===== config.mk =====
export PLATFORM = sky130hd
export DESIGN_NAME = demultiplexor_16x16_flat
export DESIGN_NICKNAME = d
export VERILOG_FILES = /design/src/rtl/demultiplexor_16x16_if.sv /design/src/rtl/demultiplexor_16x16.sv /design/src/flat_wrapper.sv
export SDC_FILE = /design/constraint.sdc
export NUM_CORES = 1
export LEC_CHECK = 0
export ABC_AREA = 0
export BUFFER_PORTS_ARGS = -buffer_cell sky130_fd_sc_hd__clkbuf_2
export CAP_MARGIN = 20
export CORE_ASPECT_RATIO = 0.75
export CORE_UTILIZATION = 52
export DETAILED_ROUTE_END_ITERATION = 10
export GPL_TIMING_DRIVEN = 0
export PLACE_DENSITY_LB_ADDON = 0.1
export RECOVER_POWER = 25
export SETUP_SLACK_MARGIN = 0.05
export SLEW_MARGIN = 10
export SYNTH_ARGS = -nofsm -noshare
export SYNTH_HDL_FRONTEND = slang
export SYNTH_SLANG_ARGS = --single-unit

===== constraint.sdc =====
create_clock -name clk -period 11.2 [get_ports clk]
set_input_delay 1.12 -clock clk [delete_from_list [all_inputs] [get_ports clk]]
set_output_delay 1.12 -clock clk [all_outputs]
set_load 0.02 [all_outputs]

===== src/rtl/demultiplexor_16x16_if.sv =====
// -----------------------------------------------------------------------------
// demultiplexor_16x16_if
//   Bundles the handshake and data signals of the 16-channel demultiplexor.
//
//   Source side (master drives):
//     in[15:0]      data word to distribute
//     sel[3:0]      destination channel when auto = 0
//     auto          1 = destination from internal pointer, 0 = from sel
//     in_valid      in/sel valid this cycle
//     clr           synchronous frame clear
//   Block side (slave drives):
//     in_ready      block accepts a word this cycle
//     out[i]        registered channel data, i = 0..15
//     out_vld       bit i = channel i written since last clear/reset
//     strobe        one-hot, one-cycle pulse marking the channel written
//     frame_done    one-cycle pulse when the frame becomes full
//     ptr[3:0]      current auto-sequence pointer
// -----------------------------------------------------------------------------
interface demultiplexor_16x16_if;
    logic [15:0]        in;
    logic [3:0]         sel;
    logic               auto;
    logic               in_valid;
    logic               in_ready;
    logic               clr;
    logic [15:0][15:0]  out;
    logic [15:0]        out_vld;
    logic [15:0]        strobe;
    logic               frame_done;
    logic [3:0]         ptr;

    modport master (
        output in,
        output sel,
        output auto,
        output in_valid,
        output clr,
        input  in_ready,
        input  out,
        input  out_vld,
        input  strobe,
        input  frame_done,
        input  ptr
    );

    modport slave (
        input  in,
        input  sel,
        input  auto,
        input  in_valid,
        input  clr,
        output in_ready,
        output out,
        output out_vld,
        output strobe,
        output frame_done,
        output ptr
    );
endinterface


===== src/rtl/demultiplexor_16x16.sv =====
// -----------------------------------------------------------------------------
// demultiplexor_16x16
//   Distributes 16-bit words into 16 registered channels. The destination is
//   either sel (manual) or an internal wrapping pointer (auto). Once every
//   channel has been written the frame is full and the block stalls until a
//   synchronous clear.
//
//   Ports:
//     clk   rising-edge clock
//     rst   asynchronous, active-high reset
//     bus   demultiplexor_16x16_if.slave (see interface for signal list)
//
//   State table:
//     FILL | at least one channel not yet written; transfers accepted
//     FULL | all 16 channels written; in_ready low until clr
// -----------------------------------------------------------------------------
module demultiplexor_16x16 (
    input  logic                   clk,
    input  logic                   rst,
    demultiplexor_16x16_if.slave   bus
);

    typedef enum logic {
        FILL = 1'b0,
        FULL = 1'b1
    } state_t;

    state_t             state;
    state_t             state_next;

    logic [15:0][15:0]  out_q;
    logic [15:0]        vld_q;
    logic [15:0]        strobe_q;
    logic               frame_done_q;
    logic [3:0]         ptr_q;

    logic               ready;
    logic               xfer;
    logic [3:0]         dest;
    logic [15:0]        dest_hot;
    logic               frame_complete;

    // Transfer qualification and destination decode
    always_comb begin
        dest           = bus.auto ? ptr_q : bus.sel;
        dest_hot       = 16'h0001 << dest;
        xfer           = bus.in_valid && ready;
        // The write that fills the last empty channel completes the frame
        frame_complete = xfer && ((vld_q | dest_hot) == 16'hFFFF);
    end

    // State register
    always_ff @(posedge clk or posedge rst) begin
        if (rst) begin
            state <= FILL;
        end else begin
            state <= state_next;
        end
    end

    // Next-state logic; clr dominates everything
    always_comb begin
        state_next = state;
        if (bus.clr) begin
            state_next = FILL;
        end else begin
            case (state)
                FILL:    if (frame_complete) state_next = FULL;
                FULL:    state_next = FULL;
                default: state_next = FILL;
            endcase
        end
    end

    // Output logic: ready is combinational from state and clr
    always_comb begin
        ready = (state == FILL) && !bus.clr;
    end

    // Channel data registers; clr leaves the data untouched
    always_ff @(posedge clk or posedge rst) begin
        if (rst) begin
            out_q <= '0;
        end else if (xfer) begin
            out_q[dest] <= bus.in;
        end
    end

    // Valid bits, strobe, frame pulse and pointer
    always_ff @(posedge clk or posedge rst) begin
        if (rst) begin
            vld_q        <= 16'h0000;
            strobe_q     <= 16'h0000;
            frame_done_q <= 1'b0;
            ptr_q        <= 4'd0;
        end else if (bus.clr) begin
            vld_q        <= 16'h0000;
            strobe_q     <= 16'h0000;
            frame_done_q <= 1'b0;
            ptr_q        <= 4'd0;
        end else begin
            strobe_q     <= xfer ? dest_hot : 16'h0000;
            frame_done_q <= frame_complete;
            if (xfer) begin
                vld_q <= vld_q | dest_hot;
                // A manual write leaves the auto sequence where it was
                if (bus.auto) begin
                    ptr_q <= ptr_q + 4'd1;
                end
            end
        end
    end

    assign bus.in_ready   = ready;
    assign bus.out        = out_q;
    assign bus.out_vld    = vld_q;
    assign bus.strobe     = strobe_q;
    assign bus.frame_done = frame_done_q;
    assign bus.ptr        = ptr_q;

endmodule


===== src/flat_wrapper.sv =====
// flat-port wrapper written by rule: the top's interface ports become plain ports
module demultiplexor_16x16_flat 
  (clk, rst, bus_in, bus_sel, bus_auto, bus_in_valid, bus_clr, bus_in_ready, bus_out, bus_out_vld, bus_strobe, bus_frame_done, bus_ptr);
  demultiplexor_16x16_if bus_i ();
  input  logic clk;
  input  logic rst;
  input wire logic [$bits(bus_i.in)-1:0] bus_in;
  input wire logic [$bits(bus_i.sel)-1:0] bus_sel;
  input wire logic [$bits(bus_i.auto)-1:0] bus_auto;
  input wire logic [$bits(bus_i.in_valid)-1:0] bus_in_valid;
  input wire logic [$bits(bus_i.clr)-1:0] bus_clr;
  output wire logic [$bits(bus_i.in_ready)-1:0] bus_in_ready;
  output wire logic [$bits(bus_i.out)-1:0] bus_out;
  output wire logic [$bits(bus_i.out_vld)-1:0] bus_out_vld;
  output wire logic [$bits(bus_i.strobe)-1:0] bus_strobe;
  output wire logic [$bits(bus_i.frame_done)-1:0] bus_frame_done;
  output wire logic [$bits(bus_i.ptr)-1:0] bus_ptr;
  assign bus_i.in = bus_in;
  assign bus_i.sel = bus_sel;
  assign bus_i.auto = bus_auto;
  assign bus_i.in_valid = bus_in_valid;
  assign bus_i.clr = bus_clr;
  assign bus_in_ready = bus_i.in_ready;
  assign bus_out = bus_i.out;
  assign bus_out_vld = bus_i.out_vld;
  assign bus_strobe = bus_i.strobe;
  assign bus_frame_done = bus_i.frame_done;
  assign bus_ptr = bus_i.ptr;
  demultiplexor_16x16 u_core (.clk(clk), .rst(rst), .bus(bus_i));
endmodule

==> results.toml, run 1 <==
[run_status]
status = "finished with violations"
violations = "capacitance limit, slew limit"

[power]
p_sw_mw = 0.8283
vdd.ir_drop.worst_uv = 134.7
p_int_mw = 1.980
power_mw = 2.808
p_clk_share_pct = 33.3
p_seq_share_pct = 46.0
power.density_nw_per_um2 = 194.5
switching_share_pct = 29.50
power_frac_comb_pct = 20.8
cellLeakagePower_nw = 7.770

[floorplan]
row_count = 46
dieArea_um2 = 22790
initial_utilization_pct = 53.72
die_h_um = 131.0
num_io_pins = 319
core_area_um2 = 21470
die_width_um = 174.0

[sta]
max_freq_mhz = 174.5
fin_skew_ns = 0.01990
worst_pin_slew_ns = 3.921
hold_viol_final = 0
finalCriticalPeriod_ns = 5.730
grt_setup_unrepaired = "false"
max_slew_margin_pct = -161.4
setup_violations = 0
finalMaxSlewViolations = 129
finalCritPeriodShare_pct = 51.16

[synth]
ys_seq_area_share_pct = 63.79
yosysWarnings = 0
yosys.area.top_type = "dfrtp_1"
synthCells = 735
synthTopCellsByCount = "294 x dfrtp_1, 242 x mux2_2, 28 x inv_1"
synth_edf_count = 0
synth_area_um2 = 11530
synth_top_area_share_pct = 63.79
synth_cell_types = 49
synth_async_sr_flop_share_pct = 100.0
synth_seq_cells = 294
syn-num-nets = 761
synthTopCellsByArea = "dfrtp_1 64%, mux2_2 24%, mux2_4 1.2%"
ys.flop_type = "dfrtp_1"
synthMostInstantiatedCell = "dfrtp_1"
synth.avg_cell_area_um2 = 15.69

[global_route]
antenna_found_initial = 0
grt.overflow.total = 0
grt_pass1_wl_mm = 42.98
grt_use_total_pct = 24.67
grt_start_max_net_pins = 91
grt_pass1_vias = 7181

[worst_setup_path]
arrival_ns = 5.47
path_cells = "clkbuf_2, clkinvlp_2, clkbuf_1"
crit_path_start_kind = "input port"
max_stage_delay_ns = 2.84
cp_slowest_cell = "clkbuf_1"
worst-path-max-fanout = 71
critPathKind = "input port to async pin"
end_kind = "async pin"
required_ns = 10.94

[job]
drv_cap = 2

[clocking]
clk_latency_ns = 0.54
post-cts-setup-buffer-count = 0
ctsHoldBuffers = 0
clockBufferDepth = 3
cts_buffers = 28
cts.htree.levels = 1
cts_sinks = 294
path_clk_slew_ns = 0.06
post_cts_resized = 0
cts_tree = "built"
cts_root_buf = "clkbuf_16"

[placement]
portBuffers = 317
gp_congestion = 0.8586
dpl_cell_area_um2 = 13570
dp_hpwl_mm = 20.13

[final_layout]
fin_area_um2 = 14440
area_growth_pct = 25.20
antenna_cells = 0
num-nets-final = 1111
drive_gt1_share_pct = 60.54

[hold_path]
hold_class = "register to register"

[route]
vias = 7202
antenna_left = 0
dr.pass1.iters = 4
viasPerCell = 5.170
drc = 0
drt-total-wl_mm = 28.06
drt_first_iter_violations = 294
wl_per_cell_um = 20.14
kinds of logic (layout without fill, tap and decap cells):
| logic type | count (synthesis) | in the layout | share of synthesized area (%) |
|---|---|---|---|
| DFF | 294 | 294 | 63.79 |
| and+or+nand+nor | 71 | 71 | 4.903 |
| adders and majority gates | 1 | 1 | 0.1085 |
| AOI/OAI and AO/OA | 37 | 37 | 2.191 |
| muxes | 260 | 260 | 25.63 |
| xor gates and xnor gates | 2 | 2 | 0.1519 |
| buffers and inverters | 70 | 440 | 3.222 |
registers in the layout, indices dropped and copies added, names as in the netlist:
register	flops
u_core.state	1
u_core.bus.out	256
u_core.bus.strobe	16
u_core.bus.frame_done	1
u_core.bus.ptr	4
u_core.bus.out_vld	16
path summary, 6_finish.rpt:
kind                       slack, ns                            start                         endpoint  cells after the start
setup / recovery                5.47                              rst   u_core.bus.out[25]$_DFFE_PP0P_                      3
hold reg to reg                 0.50  u_core.bus.out[161]$_DFFE_PP0P_  u_core.bus.out[161]$_DFFE_PP0P_                      1
hold / removal                  0.50  u_core.bus.out[161]$_DFFE_PP0P_  u_core.bus.out[161]$_DFFE_PP0P_                      1
min in group asynchronous       1.22                              rst   u_core.bus.out[65]$_DFFE_PP0P_                      2
setup reg to reg                8.67           u_core.state$_DFF_PP0_  u_core.bus.out[240]$_DFFE_PP0P_                      5
max in group clk                8.39                          bus_clr  u_core.bus.out[240]$_DFFE_PP0P_                      6
stage by stage:
step	TNS, ns	instances	hold slack (ns)	util [%]	setup slack [ns]
detailed placement	0	1343	0.4813	63.21	8.065
floorplan	0	735	0.4903	-	1.961
CTS	0	1393	0.4965	67.43	8.479
finish	0	1393	0.4954	67.26	5.470
global placement	-345.84	1340	0.4751	62.79	-1.201
global route	0	1393	0.5086	67.26	4.245
area by class of cell:
type                       instances  area, um^2
sequential                       294        7357
fill                            1628        7028
multi-input combinational        371        3800
timing repair buffer             320        1645
clock buffer                      42       814.5
tap                              288       360.3
buffer                            42       266.5
inverter                          28       106.4
clock inverter                     8       90.09
power groups by stage:
stage | registers, mW | logic (mW) | clock network (mW)
2_1_floorplan | 1.49 | 0.174 | 0
4_1_cts | 1.29 | 0.593 | 0.955
3_3_place_gp | 1.30 | 0.580 | 0
5_1_grt | 1.31 | 0.622 | 0.990
3_5_place_dp | 1.31 | 0.592 | 0
6_report | 1.29 | 0.584 | 0.934
layout by cell type (no fill, tap or decap), types with 3 or more instances in the layout:
| master | instances |
|---|---|
| nor3b_2 | 3 |
| clkbuf_2 | 317 |
| o21ai_0 | 7 |
| mux2_2 | 242 |
| buf_2 | 6 |
| clkbuf_16 | 29 |
| dfrtp_1 | 294 |
| and3b_1 | 6 |
| buf_4 | 9 |
| nand2_4 | 8 |
| clkbuf_1 | 29 |
| mux2_4 | 9 |
| clkinv_2 | 6 |
| o22ai_1 | 6 |
| mux2i_1 | 4 |
| nor2_4 | 3 |
| mux2_1 | 5 |
| nor2_1 | 20 |
| inv_1 | 27 |
| nor2_2 | 4 |
| buf_6 | 6 |
| nand2_1 | 3 |
| a21oi_1 | 9 |
| clkbuf_8 | 4 |
worst max-delay path, delay by kind of cell:
| kind | cells | cell delay [ns] |
|---|---|---|
| buf+inv | 3 | 4.27 |
routing by layer:
layer  track usage, %  part of all wire (%)
met5                0                     0
met2            39.20                    46
met4            4.644                   1.5
met3            7.321                   8.3
met1            34.16                    44
Power figures use the tool's default switching activity.
==> inputs of run 2 (changes only) <==
- CORE_UTILIZATION: 52 -> 47
- clock period: 11.2 -> 4.8 ns (I/O delays scaled with it)
==> run 2 against run 1 <==
Compared with the run above:
- the flow still finishes with violations (capacitance limit, slew limit)
- first-iteration DRC count is 6.5% lower
- core utilization decreased by 6.1 points
- die area is 10% higher
- wire length increased by 1.4%
- global-route usage decreased by 2.0 points
- largest cell class unchanged
==> results.toml, run 2 (synthesis results as in run 1) <==
[route]
dr.pass1.iters = 4
vias = 7276
wl_per_cell_um = 19.67
drc = 0
drt-total-wl_mm = 28.45
viasPerCell = 5.032
drt_first_iter_violations = 275
antenna_left = 0

[clocking]
clk_latency_ns = 0.55
path_clk_slew_ns = 0.06
clockBufferDepth = 3
cts_tree = "built"
cts_sinks = 294
cts_root_buf = "clkbuf_16"
cts.htree.levels = 1
post_cts_resized = 0
post-cts-setup-buffer-count = 0
ctsHoldBuffers = 0
cts_buffers = 30

[power]
power_mw = 6.811
cellLeakagePower_nw = 7.870
power.density_nw_per_um2 = 463.3
vdd.ir_drop.worst_uv = 324.7

[sta]
finalCriticalPeriod_ns = 2.727
grt_setup_unrepaired = "false"
max_slew_margin_pct = -39.44
fin_skew_ns = 0.01456
max_freq_mhz = 366.7
hold_viol_final = 0
finalMaxSlewViolations = 96
worst_pin_slew_ns = 2.092
tns_ns = 0
finalCritPeriodShare_pct = 56.81
setup_violations = 0

[worst_setup_path]
arrival_ns = 3.46
required_ns = 5.54
max_stage_delay_ns = 1.56
cpMostUsedCell = "buf_12"
end_kind = "async pin"
path_delay_family = "buffers and inverters"
path_cells = "clkbuf_2, clkinvlp_2, clkbuf_1, buf_12, buf_12"
cp_slowest_cell = "clkbuf_1"
r2r_cells = 5
worst-path-max-fanout = 36
path_buf_inv = 5
critPathKind = "input port to async pin"
cp.depth = 5
crit_path_start_kind = "input port"

[job]
drv_cap = 3

[floorplan]
num_io_pins = 319
dieArea_um2 = 25180
initial_utilization_pct = 47.99
row_count = 49
core_area_um2 = 24030
die_width_um = 182.9
die_h_um = 137.7

[placement]
portBuffers = 317
gp_congestion = 0.8505
dp_hpwl_mm = 20.79
dpl_cell_area_um2 = 13700

[final_layout]
most-common-layout-cells = "317 x clkbuf_2, 294 x dfrtp_1, 242 x mux2_2, 31 x clkbuf_16"
num-nets-final = 1118
fin_area_um2 = 14700
area_growth_pct = 27.47
largest_reg_flops = 256
final_common_cell = "clkbuf_2"
antenna_cells = 0
drive_gt1_share_pct = 61.17

[global_route]
grt.overflow.total = 0
grt_pass1_wl_mm = 43.86
grt_use_total_pct = 22.68
grt_pass1_vias = 7369
antenna_found_initial = 0
grt_start_max_net_pins = 39

[hold_path]
hold_class = "input port to async pin"

[run_status]
status = "finished with violations"
violations = "capacitance limit, slew limit"
-- run 2: cell count changes in the layout (fill, tap and decap cells not counted) --
cell and delta:
nor3b_2 +1, clkbuf_1 -2, clkbuf_16 +2, nor3b_1 -1, buf_12 +5, clkbuf_8 +6, buf_16 -2, clkinvlp_4 +1
clkinv_2 -1, bufinv_16 +1
-- run 2: where the power goes --
group | switching, mW | total (mW) | internal, mW
Sequential | 0.183 | 3.01 | 2.83
Clock | 0.946 | 2.44 | 1.49
Combinational | 0.843 | 1.36 | 0.520
Total | 1.97 | 6.81 | 4.84
-- run 2: cell type report --
cell class	instances	area, um^2
plain buffers	42	266.5
clock buffers	46	932.1
clock inverters	9	122.6
fillers	1996	9331
inverters	28	106.4
multi-input cells	371	3805
flip-flops and latches	294	7357
well taps	331	414.1
repair buffers	325	1698
-- run 2: worst paths after layout --
kind / endpoint / slack [ns] / from
worst max-delay path: u_core.bus.out[121]$_DFFE_PP0P_ / 2.07 / rst
max in group clk: u_core.bus.out[183]$_DFFE_PP0P_ / 2.41 / u_core.state$_DFF_PP0_
worst min-delay path: u_core.bus.out[4]$_DFFE_PP0P_ / 0.18 / rst
worst max register to register: u_core.bus.out[183]$_DFFE_PP0P_ / 2.41 / u_core.state$_DFF_PP0_
worst min register to register: u_core.bus.out[161]$_DFFE_PP0P_ / 0.49 / u_core.bus.out[161]$_DFFE_PP0P_
min in group clk: u_core.bus.out[116]$_DFFE_PP0P_ / 0.26 / bus_in[4]
-- run 2: per-layer routing --
layer	GRT usage, %	up-vias	part of all wire, %
met4	4.815	0	2.0
met1	30.33	3715	44
met3	6.820	34	7.6
met5	0	-	0
li1	-	3284	-
met2	36.77	243	46
-- run 2: through the flow --
| stage | setup WS [ns] | hold WS [ns] | cells | utilization (%) |
|---|---|---|---|---|
| floorplan | 0.4169 | 0.4903 | 735 | - |
| global placement | -1.412 | 0.4725 | 1383 | 56.33 |
| finish | 2.073 | 0.1802 | 1446 | 61.17 |
| detailed placement | 2.245 | 0.4823 | 1391 | 57.00 |
| global route | 1.552 | 0.2561 | 1446 | 61.17 |
| CTS | 2.426 | 0.04290 | 1446 | 61.39 |
-- run 2: worst reg2reg max path: cells and delay by family, from the launching register on --
| kind | cells | cell delay (ns) |
|---|---|---|
| and+or+nand+nor | 2 | 0.95 |
| DFF | 1 | 0.40 |
| muxes | 1 | 0.35 |
| buffers and inverters | 1 | 0.32 |
| AOI/OAI and AO/OA | 1 | 0.23 |
==> inputs of run 3 (changes only) <==
- clock period: 4.8 -> 2.3 ns (I/O delays scaled with it)
==> run 3 against run 2 <==
Compared with the run above:
- the run ends with setup timing left
- clock skew increased by 0.00059 ns
- critical path depth unchanged
- via count increased by 0.29%
- sequential share of layout area about the same
- combinational power increased by 110%
- first-iteration DRC count increased by 6.5%
- sequential cell count unchanged
- hold slack got worse by 0.17 ns
- highest routed layer unchanged
==> results.toml, run 3 (synthesis results as in run 1) <==
[run_status]
status = "finished with violations"
violations = "setup timing"

[route]
wl_met1_mm = 12.61
top_layer = "met4"
wl_met3_mm = 2.175
drc = 0
drt_first_iter_violations = 293
viasPerCell = 5.022
wl_per_cell_um = 19.64
dr.pass1.iters = 4
antenna_left = 0
drt-total-wl_mm = 28.53
vias = 7297
dr_wl_met2_mm = 13.19

[power]
vdd.ir_drop.worst_uv = 676.8
cellLeakagePower_nw = 7.668
power_mw = 14.19
power.density_nw_per_um2 = 965.1

[sta]
fin_ws_ns = -0.09168
finalCriticalPeriod_ns = 2.392
grt_setup_unrepaired = "true"
hold_viol_final = 0
max_slew_margin_pct = 5.171
finalCritPeriodShare_pct = 104.0
holdWs_ns = 0.01264
max_freq_mhz = 418.1
fin_skew_ns = 0.01514
setup_violations = 24
finalMaxSlewViolations = 0
worst_pin_slew_ns = 1.415

[worst_setup_path]
end_kind = "register"
arrival_ns = 2.81
critPathKind = "register to register"
r2r_cells = 5
crit_path_start_kind = "register"
worst-path-max-fanout = 10
required_ns = 2.72

[placement]
portBuffers = 317
gp_congestion = 0.8505
place_inst = 1391
dp_hpwl_mm = 20.79
dpl_cell_area_um2 = 13700

[final_layout]
regArea_um2 = 7357
most-common-layout-cells = "294 x dfrtp_1, 242 x mux2_2, 242 x clkbuf_2, 100 x clkbuf_1, 31 x clkbuf_16"
final_common_cell = "dfrtp_1"
num-nets-final = 1125
largest_reg_flops = 256
area_growth_pct = 27.46
antenna_cells = 0
finalNonFillerCells = 1453
multi_input_area_um2 = 3805
drive_gt1_share_pct = 54.63
fin_area_um2 = 14700
fillers = 2020

[clocking]
cts_sinks = 294
post_cts_resized = 0
cts_tree = "built"
cts.htree.levels = 1
clk_latency_ns = 0.55
path_clk_slew_ns = 0.06
clockBufferDepth = 3
cts_buffers = 30
cts_root_buf = "clkbuf_16"

[floorplan]
num_io_pins = 319
core_area_um2 = 24030
row_count = 49
die_width_um = 182.9
die_h_um = 137.7
initial_utilization_pct = 47.99
dieArea_um2 = 25180

[global_route]
antenna_found_initial = 0
grt_start_max_net_pins = 39
grt_pass1_wl_mm = 43.88
grt.overflow.total = 0
grt_use_total_pct = 22.69
grt_pass1_vias = 7372

[hold_path]
holdPathStages = 2
hold_class = "input port to register"

[job]
drv_cap = 0
-- run 3: cell count changes in the layout (fill, tap and decap cells not counted), sizes merged --
| cell | change |
|---|---|
| buf | +5 |
| clkbuf | -1 |
| dlygate4sd3 | +3 |
-- run 3: path summary, 6_finish.rpt --
kind / startpoint / endpoint / slack (ns)
max in group asynchronous: rst / u_core.bus.strobe[13]$_DFF_PP0_ / 0.26
setup / recovery: u_core.state$_DFF_PP0_ / u_core.bus.out[183]$_DFFE_PP0P_ / -0.09
hold reg to reg: u_core.bus.out[161]$_DFFE_PP0P_ / u_core.bus.out[161]$_DFFE_PP0P_ / 0.49
setup reg to reg: u_core.state$_DFF_PP0_ / u_core.bus.out[183]$_DFFE_PP0P_ / -0.09
hold / removal: bus_in[10] / u_core.bus.out[234]$_DFFE_PP0P_ / 0.01
min in group asynchronous: rst / u_core.bus.out[4]$_DFFE_PP0P_ / 0.53
-- run 3: metal layers --
metal  up-vias  track usage (%)
met2       234            36.77
met3        34            6.820
met1      3728            30.35
met5         -                0
met4         0            4.815
li1       3301                -
-- run 3: stage by stage --
stage,TNS (ns),util (%),worst slack (ns)
floorplan,-538.94,-,-1.833
global placement,-1070.69,56.33,-3.662
detailed placement,-0.9517,57.00,-0.07023
CTS,-1.072,61.51,-0.07357
global route,-6.294,61.17,-0.1539
finish,-1.237,61.17,-0.09168
-- run 3: layout make-up --
cell class              instances  area share, %
clock buffers                  46          6.341
flip-flops and latches        294          50.05
inverters                      28         0.7235
plain buffers                  42          1.813
multi-input cells             371          25.88
repair buffers                332          11.54
clock inverters                 9         0.8341
well taps                     331          2.817
-- run 3: repair_timing --
item,4_1_cts,5_1_grt
cloned,0,0
hold buffers,3,0
pin swaps,0,2
hold endpoints to repair,33,0
setup buffers,0,4
endpoints found under the setup margin,24,40
-- run 3: worst max-delay path, stage by stage, from the launching register on --
cell     delay (ns)
dfrtp_1        0.40
nor3b_2        0.38
o21ai_1        0.23
nor2_2         0.57
buf_4          0.32
mux2_2         0.35
-- run 3: where the power goes --
group	internal, mW	switching (mW)
Combinational	1.05	1.76
Sequential	5.90	0.380
Clock	3.11	1.98
